[config.mk]
export PLATFORM = sky130hd
export DESIGN_NAME = mem_arbiter_flat
export DESIGN_NICKNAME = d
export VERILOG_FILES = /design/src/rtl/mem_arbiter_if.sv /design/src/rtl/mem_arbiter.sv /design/src/flat_wrapper.sv
export SDC_FILE = /design/constraint.sdc
export NUM_CORES = 1
export LEC_CHECK = 0
export BUFFER_PORTS_ARGS = -buffer_cell sky130_fd_sc_hd__buf_2
export CAP_MARGIN = 25
export CORE_MARGIN = 2
export CORE_UTILIZATION = 40
export CTS_CLUSTER_DIAMETER = 100
export CTS_CLUSTER_SIZE = 20
export DETAILED_ROUTE_END_ITERATION = 8
export PLACE_DENSITY_LB_ADDON = 0.12
export REMOVE_ABC_BUFFERS = 1
export SETUP_SLACK_MARGIN = 0.4
export SLEW_MARGIN = 0
export SYNTH_ARGS = -nofsm -noshare
export SYNTH_HDL_FRONTEND = slang
export SYNTH_SLANG_ARGS = --single-unit
[constraint.sdc]
create_clock -name i_clk -period 2.9 [get_ports i_clk]
set_clock_uncertainty 0.1 [all_clocks]
set_input_delay 0 -clock i_clk [delete_from_list [all_inputs] [get_ports i_clk]]
set_output_delay 0 -clock i_clk [all_outputs]
set_load 0.05 [all_outputs]
[src/rtl/mem_arbiter_if.sv]
// CPU-side fetch/data request ports plus the shared single-port memory bus.
// The arbiter connects as the slave; the core and memory side is the master.
interface mem_arbiter_if #(
    parameter int XLEN = 32
);
    logic            i_inst_req;
    logic [XLEN-1:0] i_inst_addr;
    logic            i_data_req;
    logic [XLEN-1:0] i_data_addr;
    logic [XLEN-1:0] i_data_wdata;
    logic [2:0]      i_funct3;
    logic            i_read_write;
    logic            or_inst_ack;
    logic [XLEN-1:0] or_inst_data;
    logic            or_data_ack;
    logic [XLEN-1:0] or_data_rdata;
    logic            or_data_err;
    logic            or_mem_req;
    logic [XLEN-1:0] or_mem_addr;
    logic            or_mem_we;
    logic [3:0]      or_mem_be;
    logic [XLEN-1:0] or_mem_wdata;
    logic            i_mem_ack;
    logic [XLEN-1:0] i_mem_rdata;

    modport slave (
        input  i_inst_req, i_inst_addr, i_data_req, i_data_addr, i_data_wdata,
               i_funct3, i_read_write, i_mem_ack, i_mem_rdata,
        output or_inst_ack, or_inst_data, or_data_ack, or_data_rdata, or_data_err,
               or_mem_req, or_mem_addr, or_mem_we, or_mem_be, or_mem_wdata
    );

    modport master (
        output i_inst_req, i_inst_addr, i_data_req, i_data_addr, i_data_wdata,
               i_funct3, i_read_write, i_mem_ack, i_mem_rdata,
        input  or_inst_ack, or_inst_data, or_data_ack, or_data_rdata, or_data_err,
               or_mem_req, or_mem_addr, or_mem_we, or_mem_be, or_mem_wdata
    );
endinterface

[src/rtl/mem_arbiter.sv]
// Merges the core's fetch and data request ports onto one shared memory bus.
// Data accesses are turned into word-aligned transfers with byte enables and
// load data is returned sign/zero extended. Bad requests, misaligned accesses
// and bus timeouts are answered with an error acknowledge.
module mem_arbiter #(
    parameter int XLEN        = 32,
    parameter int DATA_STREAK = 4,
    parameter int TIMEOUT     = 255
) (
    input  logic         i_clk,
    input  logic         i_rst_n,
    mem_arbiter_if.slave bus
);
    localparam int            SW         = (DATA_STREAK < 1) ? 1 : $clog2(DATA_STREAK + 1);
    localparam logic [SW-1:0] STREAK_MAX = SW'(DATA_STREAK);
    localparam logic [7:0]    TMO_LAST   = 8'(TIMEOUT - 1);

    typedef enum logic [1:0] {IDLE, INST, DATA, DONE} state_e;

    state_e          state_q, state_d;
    logic [SW-1:0]   streak_q, streak_d;
    logic [7:0]      tmo_q, tmo_d;
    logic            mem_req_q, mem_req_d;
    logic [XLEN-1:0] mem_addr_q, mem_addr_d;
    logic            mem_we_q, mem_we_d;
    logic [3:0]      mem_be_q, mem_be_d;
    logic [XLEN-1:0] mem_wdata_q, mem_wdata_d;
    logic [2:0]      f3_q, f3_d;
    logic [1:0]      lane_q, lane_d;
    logic            inst_ack_q, inst_ack_d;
    logic            data_ack_q, data_ack_d;
    logic            err_q, err_d;
    logic [XLEN-1:0] inst_data_q, inst_data_d;
    logic [XLEN-1:0] data_rdata_q, data_rdata_d;

    logic data_win;
    logic bad_data;

    // Codes that do not name a valid access for the given direction.
    function automatic logic is_illegal(input logic [2:0] f3, input logic rw);
        if (rw) return (f3 > 3'b010);
        return (f3 == 3'b011) || (f3 == 3'b110) || (f3 == 3'b111);
    endfunction

    // Halfwords need an even address, words a 4-byte aligned one.
    function automatic logic is_misaligned(input logic [2:0] f3, input logic [1:0] lo);
        case (f3[1:0])
            2'b01:   return lo[0];
            2'b10:   return (lo != 2'b00);
            default: return 1'b0;
        endcase
    endfunction

    function automatic logic [3:0] store_be(input logic [2:0] f3, input logic [1:0] lo);
        case (f3[1:0])
            2'b00:   return 4'b0001 << lo;
            2'b01:   return 4'b0011 << {lo[1], 1'b0};
            default: return 4'b1111;
        endcase
    endfunction

    // Replicate the right-justified store value across every lane so the
    // byte enables alone select where it lands.
    function automatic logic [XLEN-1:0] store_data(input logic [2:0] f3, input logic [XLEN-1:0] wd);
        case (f3[1:0])
            2'b00:   return {(XLEN/8){wd[7:0]}};
            2'b01:   return {(XLEN/16){wd[15:0]}};
            default: return wd;
        endcase
    endfunction

    // Pick the addressed byte/half out of the bus word and extend it.
    function automatic logic [XLEN-1:0] fmt_load(input logic [XLEN-1:0] word,
                                                 input logic [2:0] f3,
                                                 input logic [1:0] lane);
        logic [7:0]  b;
        logic [15:0] h;
        b = 8'(word >> {lane, 3'b000});
        h = 16'(word >> {lane[1], 4'b0000});
        case (f3)
            3'b000:  return {{(XLEN-8){b[7]}}, b};
            3'b001:  return {{(XLEN-16){h[15]}}, h};
            3'b100:  return {{(XLEN-8){1'b0}}, b};
            3'b101:  return {{(XLEN-16){1'b0}}, h};
            default: return word;
        endcase
    endfunction

    // Data wins unless the fetch port has been starved for a full streak.
    assign data_win = bus.i_data_req && !(bus.i_inst_req && (streak_q == STREAK_MAX));
    assign bad_data = is_illegal(bus.i_funct3, bus.i_read_write) ||
                      is_misaligned(bus.i_funct3, bus.i_data_addr[1:0]);

    // Next-state, grant and response formatting.
    always_comb begin
        state_d      = state_q;
        streak_d     = streak_q;
        tmo_d        = tmo_q;
        mem_req_d    = mem_req_q;
        mem_addr_d   = mem_addr_q;
        mem_we_d     = mem_we_q;
        mem_be_d     = mem_be_q;
        mem_wdata_d  = mem_wdata_q;
        f3_d         = f3_q;
        lane_d       = lane_q;
        inst_ack_d   = 1'b0;
        data_ack_d   = 1'b0;
        err_d        = err_q;
        inst_data_d  = inst_data_q;
        data_rdata_d = data_rdata_q;

        case (state_q)
            IDLE: begin
                if (data_win) begin
                    streak_d = bus.i_inst_req ? streak_q + SW'(1) : '0;
                    if (bad_data) begin
                        state_d      = DONE;
                        data_ack_d   = 1'b1;
                        err_d        = 1'b1;
                        data_rdata_d = '0;
                    end else begin
                        state_d     = DATA;
                        mem_req_d   = 1'b1;
                        mem_addr_d  = {bus.i_data_addr[XLEN-1:2], 2'b00};
                        mem_we_d    = bus.i_read_write;
                        mem_be_d    = bus.i_read_write ? store_be(bus.i_funct3, bus.i_data_addr[1:0]) : 4'b1111;
                        mem_wdata_d = bus.i_read_write ? store_data(bus.i_funct3, bus.i_data_wdata) : '0;
                        f3_d        = bus.i_funct3;
                        lane_d      = bus.i_data_addr[1:0];
                        tmo_d       = '0;
                    end
                end else if (bus.i_inst_req) begin
                    streak_d    = '0;
                    state_d     = INST;
                    mem_req_d   = 1'b1;
                    mem_addr_d  = bus.i_inst_addr & ~XLEN'(3);
                    mem_we_d    = 1'b0;
                    mem_be_d    = 4'b1111;
                    mem_wdata_d = '0;
                    tmo_d       = '0;
                end
            end
            INST, DATA: begin
                // An ack on the final timeout cycle still counts as success.
                if (bus.i_mem_ack) begin
                    state_d   = DONE;
                    mem_req_d = 1'b0;
                    err_d     = 1'b0;
                    if (state_q == INST) begin
                        inst_ack_d  = 1'b1;
                        inst_data_d = bus.i_mem_rdata;
                    end else begin
                        data_ack_d   = 1'b1;
                        data_rdata_d = mem_we_q ? '0 : fmt_load(bus.i_mem_rdata, f3_q, lane_q);
                    end
                end else if (tmo_q == TMO_LAST) begin
                    state_d   = DONE;
                    mem_req_d = 1'b0;
                    err_d     = 1'b1;
                    if (state_q == INST) begin
                        inst_ack_d  = 1'b1;
                        inst_data_d = '0;
                    end else begin
                        data_ack_d   = 1'b1;
                        data_rdata_d = '0;
                    end
                end else begin
                    tmo_d = tmo_q + 8'd1;
                end
            end
            DONE: begin
                state_d = IDLE;
            end
            default: begin
                state_d = IDLE;
            end
        endcase
    end

    // State and output registers; reset clears every output.
    always_ff @(posedge i_clk) begin
        if (!i_rst_n) begin
            state_q      <= IDLE;
            streak_q     <= '0;
            tmo_q        <= '0;
            mem_req_q    <= 1'b0;
            mem_addr_q   <= '0;
            mem_we_q     <= 1'b0;
            mem_be_q     <= '0;
            mem_wdata_q  <= '0;
            f3_q         <= '0;
            lane_q       <= '0;
            inst_ack_q   <= 1'b0;
            data_ack_q   <= 1'b0;
            err_q        <= 1'b0;
            inst_data_q  <= '0;
            data_rdata_q <= '0;
        end else begin
            state_q      <= state_d;
            streak_q     <= streak_d;
            tmo_q        <= tmo_d;
            mem_req_q    <= mem_req_d;
            mem_addr_q   <= mem_addr_d;
            mem_we_q     <= mem_we_d;
            mem_be_q     <= mem_be_d;
            mem_wdata_q  <= mem_wdata_d;
            f3_q         <= f3_d;
            lane_q       <= lane_d;
            inst_ack_q   <= inst_ack_d;
            data_ack_q   <= data_ack_d;
            err_q        <= err_d;
            inst_data_q  <= inst_data_d;
            data_rdata_q <= data_rdata_d;
        end
    end

    assign bus.or_inst_ack   = inst_ack_q;
    assign bus.or_inst_data  = inst_data_q;
    assign bus.or_data_ack   = data_ack_q;
    assign bus.or_data_rdata = data_rdata_q;
    assign bus.or_data_err   = err_q;
    assign bus.or_mem_req    = mem_req_q;
    assign bus.or_mem_addr   = mem_addr_q;
    assign bus.or_mem_we     = mem_we_q;
    assign bus.or_mem_be     = mem_be_q;
    assign bus.or_mem_wdata  = mem_wdata_q;
endmodule

[src/flat_wrapper.sv]
// flat-port wrapper written by rule: the top's interface ports become plain ports
module mem_arbiter_flat 
#(
    parameter int XLEN        = 32,
    parameter int DATA_STREAK = 4,
    parameter int TIMEOUT     = 255
)
  (i_clk, i_rst_n, bus_i_inst_req, bus_i_inst_addr, bus_i_data_req, bus_i_data_addr, bus_i_data_wdata, bus_i_funct3, bus_i_read_write, bus_i_mem_ack, bus_i_mem_rdata, bus_or_inst_ack, bus_or_inst_data, bus_or_data_ack, bus_or_data_rdata, bus_or_data_err, bus_or_mem_req, bus_or_mem_addr, bus_or_mem_we, bus_or_mem_be, bus_or_mem_wdata);
  mem_arbiter_if #(.XLEN(XLEN)) bus_i ();
  input  logic i_clk;
  input  logic i_rst_n;
  input wire logic [$bits(bus_i.i_inst_req)-1:0] bus_i_inst_req;
  input wire logic [$bits(bus_i.i_inst_addr)-1:0] bus_i_inst_addr;
  input wire logic [$bits(bus_i.i_data_req)-1:0] bus_i_data_req;
  input wire logic [$bits(bus_i.i_data_addr)-1:0] bus_i_data_addr;
  input wire logic [$bits(bus_i.i_data_wdata)-1:0] bus_i_data_wdata;
  input wire logic [$bits(bus_i.i_funct3)-1:0] bus_i_funct3;
  input wire logic [$bits(bus_i.i_read_write)-1:0] bus_i_read_write;
  input wire logic [$bits(bus_i.i_mem_ack)-1:0] bus_i_mem_ack;
  input wire logic [$bits(bus_i.i_mem_rdata)-1:0] bus_i_mem_rdata;
  output wire logic [$bits(bus_i.or_inst_ack)-1:0] bus_or_inst_ack;
  output wire logic [$bits(bus_i.or_inst_data)-1:0] bus_or_inst_data;
  output wire logic [$bits(bus_i.or_data_ack)-1:0] bus_or_data_ack;
  output wire logic [$bits(bus_i.or_data_rdata)-1:0] bus_or_data_rdata;
  output wire logic [$bits(bus_i.or_data_err)-1:0] bus_or_data_err;
  output wire logic [$bits(bus_i.or_mem_req)-1:0] bus_or_mem_req;
  output wire logic [$bits(bus_i.or_mem_addr)-1:0] bus_or_mem_addr;
  output wire logic [$bits(bus_i.or_mem_we)-1:0] bus_or_mem_we;
  output wire logic [$bits(bus_i.or_mem_be)-1:0] bus_or_mem_be;
  output wire logic [$bits(bus_i.or_mem_wdata)-1:0] bus_or_mem_wdata;
  assign bus_i.i_inst_req = bus_i_inst_req;
  assign bus_i.i_inst_addr = bus_i_inst_addr;
  assign bus_i.i_data_req = bus_i_data_req;
  assign bus_i.i_data_addr = bus_i_data_addr;
  assign bus_i.i_data_wdata = bus_i_data_wdata;
  assign bus_i.i_funct3 = bus_i_funct3;
  assign bus_i.i_read_write = bus_i_read_write;
  assign bus_i.i_mem_ack = bus_i_mem_ack;
  assign bus_i.i_mem_rdata = bus_i_mem_rdata;
  assign bus_or_inst_ack = bus_i.or_inst_ack;
  assign bus_or_inst_data = bus_i.or_inst_data;
  assign bus_or_data_ack = bus_i.or_data_ack;
  assign bus_or_data_rdata = bus_i.or_data_rdata;
  assign bus_or_data_err = bus_i.or_data_err;
  assign bus_or_mem_req = bus_i.or_mem_req;
  assign bus_or_mem_addr = bus_i.or_mem_addr;
  assign bus_or_mem_we = bus_i.or_mem_we;
  assign bus_or_mem_be = bus_i.or_mem_be;
  assign bus_or_mem_wdata = bus_i.or_mem_wdata;
  mem_arbiter #(.XLEN(XLEN), .DATA_STREAK(DATA_STREAK), .TIMEOUT(TIMEOUT)) u_core (.i_clk(i_clk), .i_rst_n(i_rst_n), .bus(bus_i));
endmodule
==> metrics, run 1 <==
status finished, final reports clean; TritonCTS Buffers 17; Slew @ Worst Pin 979 ps; drc violations 0; post-DP HPWL 15.0 mm; Routed Wire Length 23.6 mm; setup_tns 0 ps; reg-to-reg critical path startpoint u_core.state_q[1]; Initial DRC Count 442; Gate Count Post-Synth 819; Setup CP Type input pin to flip-flop; worst reg2reg setup slack 640 ps; CP Max Fanout 32; Synth warnings 0; post-route setup slack 514 ps; Initial Utilization 41.2%; Via Count 7,661; drt wl/cell 16.5 um; vias per cell 5.35; CTS tree yes; die width 138 um; dpl ws 413 ps; Synth area leaders dfxtp_1 43%, mux2i_1 6.7%, nand2_1 6.6%, nor2_1 4.4%, a22o_1 4.2%; Main synth FF type dfxtp_1; share of layout cells above drive strength 1 28.6%; setup bufs post-CTS 0; crit start category input pin; number of global-route vias before repair 7,233; # IOs 274; GRT Residual Overflow 0; RR Endpoint u_core.bus.or_mem_wdata[4]; first-pass GRT wire length 37.0 mm; max-cap violations 0; Buffers on Ports 269; CTS root buf clkbuf_16; Relative slew margins 34.6%; post-route ant nets 0; Slew Limit Fails 0; path depth of the worst reg2reg path 7; Finished Layout Cells 1,432; dominant cell type by area after synthesis dfxtp_1; GRT Util Overall 24.7%; Post-synth ARST share 0%; Initial DRT Pass Iterations 5; largest net degree at the start of global routing 68; cell area after synthesis 0.00714 mm^2; WHS 26.0 ps; CP arrival 2580 ps; synthesized flop and latch total 153; most frequent cells in the layout 268 x buf_2, 153 x dfxtp_1, 135 x dlygate4sd3_1; Final Cycle Share 82.3%; htree depth 4; insertion delay to the later sink of the worst-skew pair 420 ps; Worst Hold Launch bus_i_data_wdata[30]; Hold Path Depth 5; nets 1,342; Core Region 0.0174 mm^2; syn_area_per_cell 8.72 um^2; RSZ-0062 raised after global routing false; fmax 419 MHz; count of cell types in the netlist 63; initial antenna violation count 1; area grow syn2layout 48.1%; Worst VDD drop 0.475 mV; chip height 138 um; Fillers 1,530; register area 0.00306 mm^2; Pleak 4.87 nW; Power Total 7.98 mW; worst path required time 3100 ps; full die area 0.0189 mm^2; commonest non-fill, non-tap cell in the layout buf_2; GPL Wtd Cong 0.841; clock sink count 153; Final Hold Viols 0; register area share after synthesis 42.9%; EDFF count, synth 0; Inst Count DP 1,264; Pwr Density 754 mW/mm^2; maximum buffer depth of the clock tree 2; Final setup viols 0; crit path capture type flip-flop; FP Rows 48; footprint of the multi-input gates 0.00369 mm^2; CTS clk-pin slew, worst paths 70 ps; WHS Endpoint u_core.bus.or_mem_wdata[30]; Synth top area share 42.9%; Tightest Hold Check Type input pin to flip-flop; min Tclk post-route 2390 ps
report_power, final:
part | total, mW | leakage (nW) | internal (mW) | switching [mW]
clock network | 2.22 | 0.286 | 1.22 | 0.997
registers | 2.55 | 1.24 | 2.39 | 0.160
logic | 3.21 | 3.34 | 1.04 | 2.16
total | 7.98 | 4.87 | 4.66 | 3.32
cell families after synthesis:
family | Yosys count | share of synthesized area [%]
and+or+nand+nor | 284 | 17.0
adders and majority gates | 12 | 2.10
other | 1 | 0.0525
buffers and inverters | 93 | 5.82
AOI/OAI and AO/OA | 222 | 24.5
muxes | 54 | 7.67
DFF | 153 | 42.9
routing by layer:
layer  track usage, %  share of wire [%]  up-vias  wire length [um]
met4             8.59                1.9        0               439
met5                0                  0        -                 0
li1                 -                  -     3740                 -
met2             42.1                 49      267             11500
met1             29.9                 43     3621             10100
met3             6.73                6.7       33              1580
timing repair:
item / in CTS / in global routing
endpoints found under the setup margin: 2 / 34
hold buffers: 135 / 0
resized for setup: 1 / 5
hold endpoints to repair: 139 / 0
per-stage QoR:
step                util, %  instance area (um^2)
global route           60.9                 10600
detailed placement     49.7                  8630
floorplan                 -                  6800
global placement       49.7                  8630
finish                 61.0                 10600
CTS                    60.9                 10600
area by class of cell:
cell class,count,area share [%]
clock inverters,15,1.47
inverters,19,0.674
diodes,1,0.0237
multi-input cells,574,34.9
flip-flops and latches,153,29.0
well taps,225,2.66
clock buffers,17,4.02
repair buffers,428,27.3
flip-flops by register name, indices dropped and copies added, names as in the netlist:
register	flops
u_core.bus.or_data_ack	1
u_core.bus.or_data_err	1
u_core.bus.or_data_rdata	32
u_core.bus.or_inst_ack	1
u_core.bus.or_inst_data	32
u_core.bus.or_mem_addr	30
u_core.bus.or_mem_be	4
u_core.bus.or_mem_req	1
u_core.bus.or_mem_wdata	32
u_core.bus.or_mem_we	1
u_core.f3_q	3
u_core.lane_q	2
u_core.state_q	2
u_core.streak_q	3
u_core.tmo_q	8
synthesized netlist by cell type (5+ instances only):
cell	instances
a21oi_1	5
nor2_1	84
a21o_1	18
nor3_1	7
nand3_1	39
a311oi_1	31
a22oi_1	39
mux2i_1	48
o221ai_1	12
mux2_2	6
a31oi_1	12
and3_1	6
nand2_1	126
o21ai_0	29
a22o_1	34
inv_1	19
ha_1	12
a221oi_1	5
clkbuf_1	46
buf_2	19
dfxtp_1	153
worst max path at each step:
stage,from,endpoint,slack (ps),cells past startpoint
finish,bus_i_funct3[1],u_core.bus.or_data_rdata[7],510,11
global route,bus_i_funct3[0],u_core.tmo_q[7],410,9
CTS,bus_i_funct3[1],u_core.bus.or_data_rdata[7],490,11
detailed placement,u_core.state_q[0],u_core.bus.or_data_rdata[19],410,7
global placement,u_core.state_q[0],u_core.bus.or_data_rdata[15],480,7
floorplan,u_core.streak_q[0],u_core.bus.or_mem_wdata[10],-600,7
critical path: stages:
cell and delay [ps]:
dlygate4sd3_1 530, clkbuf_4 190, inv_1 100, ha_2 350
o211a_1 160, a31oi_1 40, buf_4 160, a21o_1 190
a2111o_2 500, buf_12 200, mux2i_1 150
Note: power is estimated with default switching activity, not from simulation.
==> run 2: changes to the inputs <==
clock period = 2.45 ns   (was 2.9 ns; I/O delays follow)
==> metrics, run 2 (same netlist as run 1, synthesis figures left out) <==
GRT Util Overall 25.2%; Initial DRC Count 505; area grow syn2layout 52.5%; crit start category flip-flop; Initial Utilization 41.2%; min Tclk post-route 2050 ps; commonest non-fill, non-tap cell in the layout buf_2; Routed Wire Length 24.4 mm; post-DP HPWL 14.9 mm; Tightest Hold Check Type input pin to flip-flop; Slew @ Worst Pin 757 ps; GPL Wtd Cong 0.846; maximum buffer depth of the clock tree 2; CP Max Fanout 8; Buffers on Ports 269; Relative slew margins 49.5%; RSZ-0062 raised after global routing true; Via Count 7,762; crit path capture type flip-flop; CTS clk-pin slew, worst paths 70 ps; Final setup viols 0; CTS root buf clkbuf_16; initial antenna violation count 2; met1 Usage GRT 30.3%; drt wl/cell 16.9 um; die width 138 um; most frequent cells in the layout 269 x buf_2, 148 x dfxtp_1, 136 x dlygate4sd3_1; fmax 488 MHz; Initial DRT Pass Iterations 5; status finished, final reports clean; Final Cycle Share 83.7%; nets 1,358; first-pass GRT wire length 37.7 mm; CP arrival 2250 ps; Pwr Density 912 mW/mm^2; Pleak 5.01 nW; WHS 18.4 ps; CTS tree yes; Final Core Density 62.8%; met3 GRT Util 6.25%; met2 Use GR 43.9%; TritonCTS Buffers 17; Final Hold Viols 0; post-route ant nets 0; Setup CP Type flip-flop to flip-flop; GRT Residual Overflow 0; Finished Layout Cells 1,448; number of global-route vias before repair 7,527; drc violations 0; max-cap violations 0; grt peak-use layer met2; largest net degree at the start of global routing 69; Slew Limit Fails 0; share of layout cells above drive strength 1 30.7%; insertion delay to the later sink of the worst-skew pair 410 ps; vias per cell 5.36; chip height 138 um; Worst VDD drop 0.555 mV; FP Rows 48; worst path required time 2650 ps; htree depth 4; Core Region 0.0174 mm^2; clock sink count 153; Power Total 9.93 mW; # IOs 274; full die area 0.0189 mm^2; Inst Count DP 1,266
==> run 2: cell count changes in the layout (fill, tap and decap cells not counted), moves of 3 or more <==
cell and change:
inv_8 -3, dfxtp_1 -5, buf_4 +6, buf_12 +5, a221oi_2 +3, inv_6 -3, dfxtp_2 +4, a221oi_1 -3
==> run 2: layout make-up <==
class                   count  area, um^2
diodes                      1        2.50
repair buffers            444        3140
flip-flops and latches    153        3070
inverters                  19        71.3
well taps                 225         282
fillers                  1495        6460
clock inverters            12         115
multi-input cells         574        3760
clock buffers              20         447
==> run 2: per-layer routing <==
metal / wire length, um / vias to the layer above
met1: 10400 / 3687
met4: 493 / 0
li1: - / 3766
met2: 12000 / 268
met3: 1580 / 41
met5: 0 / -
==> run 2: path summary, 6_finish.rpt <==
check	to	from	depth (start not counted)	slack (ps)
worst max-delay path	u_core.bus.or_data_rdata[6]	u_core.streak_q[1]	9	400
worst min-delay path	u_core.bus.or_mem_wdata[30]	bus_i_data_wdata[30]	5	20
worst max register to register	u_core.bus.or_data_rdata[6]	u_core.streak_q[1]	9	400
worst min register to register	u_core.bus.or_data_rdata[16]	u_core.bus.or_data_rdata[16]	2	360
==> run 2: worst max-delay path: stages, from the launching register on <==
cell and delay, ps:
dfxtp_2 320, inv_1 60, ha_4 170, nand3_4 80, nand2_2 60, a21o_1 180, a2111o_2 530, buf_12 160
buf_16 140, mux2i_1 120
==> run 2: where the power goes <==
group / total, mW / switching, mW / internal, mW
Clock: 2.54 / 1.10 / 1.44
Sequential: 3.04 / 0.200 / 2.84
Combinational: 4.36 / 2.71 / 1.65
Total: 9.93 / 4.01 / 5.93
==> run 2: repair_timing <==
item                                    CTS  global route
gates resized for setup                  19             6
cloned                                    3             0
hold buffers                            136             0
pin swaps                                 3             2
endpoints found under the setup margin   33            80
hold endpoints to repair                141             0
setup buffers                             5             5
==> run 2: stage by stage <==
stage / setup WS [ps] / setup TNS (ps) / instance area [um^2]
6_report: 400 / 0 / 10900
5_1_grt: 351 / 0 / 10900
4_1_cts: 405 / 0 / 10800
3_5_place_dp: 234 / 0 / 8700
3_3_place_gp: 255 / 0 / 8700
2_1_floorplan: -1050 / -89710 / 6800
==> run 3: changes to the inputs <==
clock period = 1.8 ns   (was 2.45 ns; I/O delays follow)
==> metrics, run 3 (same netlist as run 1, synthesis figures left out) <==
crit path capture type flip-flop; drt wl/cell 18.6 um; fin area 0.0124 mm^2; post-DP HPWL 15.7 mm; Fillers 1,307; most frequent cells in the layout 269 x buf_2, 147 x dfxtp_1, 131 x dlygate4sd3_1; area grow syn2layout 73.0%; drc violations 0; insertion delay to the later sink of the worst-skew pair 430 ps; CP Max Fanout 6; GPL Wtd Cong 0.813; min Tclk post-route 2020 ps; Core Region 0.0174 mm^2; Via Count 8,235; setup_tns -12,910 ps; Pint 9.06 mW; sequential power share 27.1%; maximum buffer depth of the clock tree 2; combinational share of power 50.1%; Slew Limit Fails 0; initial antenna violation count 2; commonest non-fill, non-tap cell in the layout buf_2; clock share of power 22.8%; Routed Wire Length 28.2 mm; Slew @ Worst Pin 592 ps; share of layout cells above drive strength 1 42.8%; crit start category flip-flop; TritonCTS Buffers 17; CP arrival 2260 ps; post-route ant nets 0; Final Hold Viols 0; worst path required time 2030 ps; first-pass GRT wire length 40.6 mm; Relative slew margins 60.6%; Buffers on Ports 269; die width 138 um; Final Cycle Share 112%; Net Sw Power 6.28 mW; Setup CP Type flip-flop to flip-flop; Tightest Hold Check Type input pin to flip-flop; chip height 138 um; full die area 0.0189 mm^2; GRT Residual Overflow 0; Pleak 5.57 nW; dpl ws -265 ps; number of global-route vias before repair 8,003; CTS root buf clkbuf_16; CTS clk-pin slew, worst paths 70 ps; Initial DRT Pass Iterations 4; Power Total 15.3 mW; vias per cell 5.42; CTS tree yes; GRT Util Overall 27.5%; area post-placement 0.00913 mm^2; Worst VDD drop 0.963 mV; Initial Utilization 41.2%; nets 1,429; RSZ-0062 raised after global routing true; htree depth 4; Pwr Density 1240 mW/mm^2; Sw Share 40.9%; FP Rows 48; largest net degree at the start of global routing 83; max-cap violations 0; Initial DRC Count 389; failing checks negative setup slack; fmax 494 MHz; Final setup viols 141; status complete, but fails checks; post-route setup slack -224 ps; clock sink count 153; # IOs 274; Final Core Density 71.2%
[run 3: cell count changes in the layout (fill, tap and decap cells not counted), moves of 8 or more]
cell	previous run	this run
nor2_1	83	63
nor2_2	1	18
o21ai_0	29	21
a22oi_2	0	32
a22oi_1	39	7
a311oi_2	0	19
buf_6	1	25
buf_4	29	64
a311oi_1	31	12
clkbuf_16	17	26
[run 3: path summary, 6_finish.rpt]
kind | from | to | slack [ps] | cells past startpoint
setup reg to reg | u_core.streak_q[0] | u_core.bus.or_mem_addr[2] | -220 | 9
setup / recovery | u_core.streak_q[0] | u_core.bus.or_mem_addr[2] | -220 | 9
hold reg to reg | u_core.bus.or_data_rdata[16] | u_core.bus.or_data_rdata[16] | 360 | 2
hold / removal | bus_i_data_wdata[30] | u_core.bus.or_mem_wdata[30] | 30 | 5
[run 3: critical path, stage by stage (launching register included)]
cell and delay, ps:
dfxtp_2 330, inv_2 50, ha_4 170, buf_6 110
a21bo_4 200, and3_4 200, a31o_4 280, buf_12 140
buf_16 130, a311oi_2 210
[run 3: power groups by stage]
| stage | registers (mW) | clock network (mW) | logic, mW |
|---|---|---|---|
| 6_report | 4.16 | 3.50 | 7.68 |
| 5_1_grt | 4.20 | 3.68 | 8.07 |
| 4_1_cts | 4.12 | 3.54 | 7.01 |
| 3_5_place_dp | 4.16 | 0 | 5.40 |
| 3_3_place_gp | 4.15 | 0 | 5.38 |
| 2_1_floorplan | 5.64 | 0 | 2.06 |
[run 3: through the flow]
| stage | hold slack [ps] | cells |
|---|---|---|
| finish | 28.3 | 1519 |
| global route | 53.5 | 1518 |
| CTS | -250 | 1506 |
| detailed placement | 135 | 1319 |
| global placement | 133 | 1319 |
| floorplan | 25.7 | 746 |
[run 3: cell type report]
cell class / instances / area (um^2) / area share, %
antenna: 1 / 2.50 / 0.0203
clock buffer: 20 / 467 / 3.78
clock inverter: 12 / 104 / 0.840
inverter: 19 / 73.8 / 0.597
multi-input combinational: 575 / 4340 / 35.1
sequential: 153 / 3070 / 24.8
tap: 225 / 282 / 2.28
timing repair buffer: 514 / 4020 / 32.5
[run 3: routing by layer]
| layer | share of wire [%] | track usage, % | wire, um | vias up |
|---|---|---|---|---|
| met1 | 40 | 31.9 | 11300 | 3918 |
| li1 | - | - | - | 3924 |
| met4 | 2.9 | 11.5 | 832 | 0 |
| met2 | 50 | 48.2 | 14200 | 324 |
| met3 | 6.7 | 6.59 | 1890 | 69 |
| met5 | 0 | 0 | 0 | - |
[run 3: timing repair]
action / 4_1_cts / 5_1_grt
setup endpoints to repair: 152 / 152
hold buffers: 130 / 1
pin swaps: 44 / 59
gates resized for setup: 126 / 62
cloned: 10 / 7
setup buffers: 15 / 4
endpoints found under the hold margin: 139 / 2
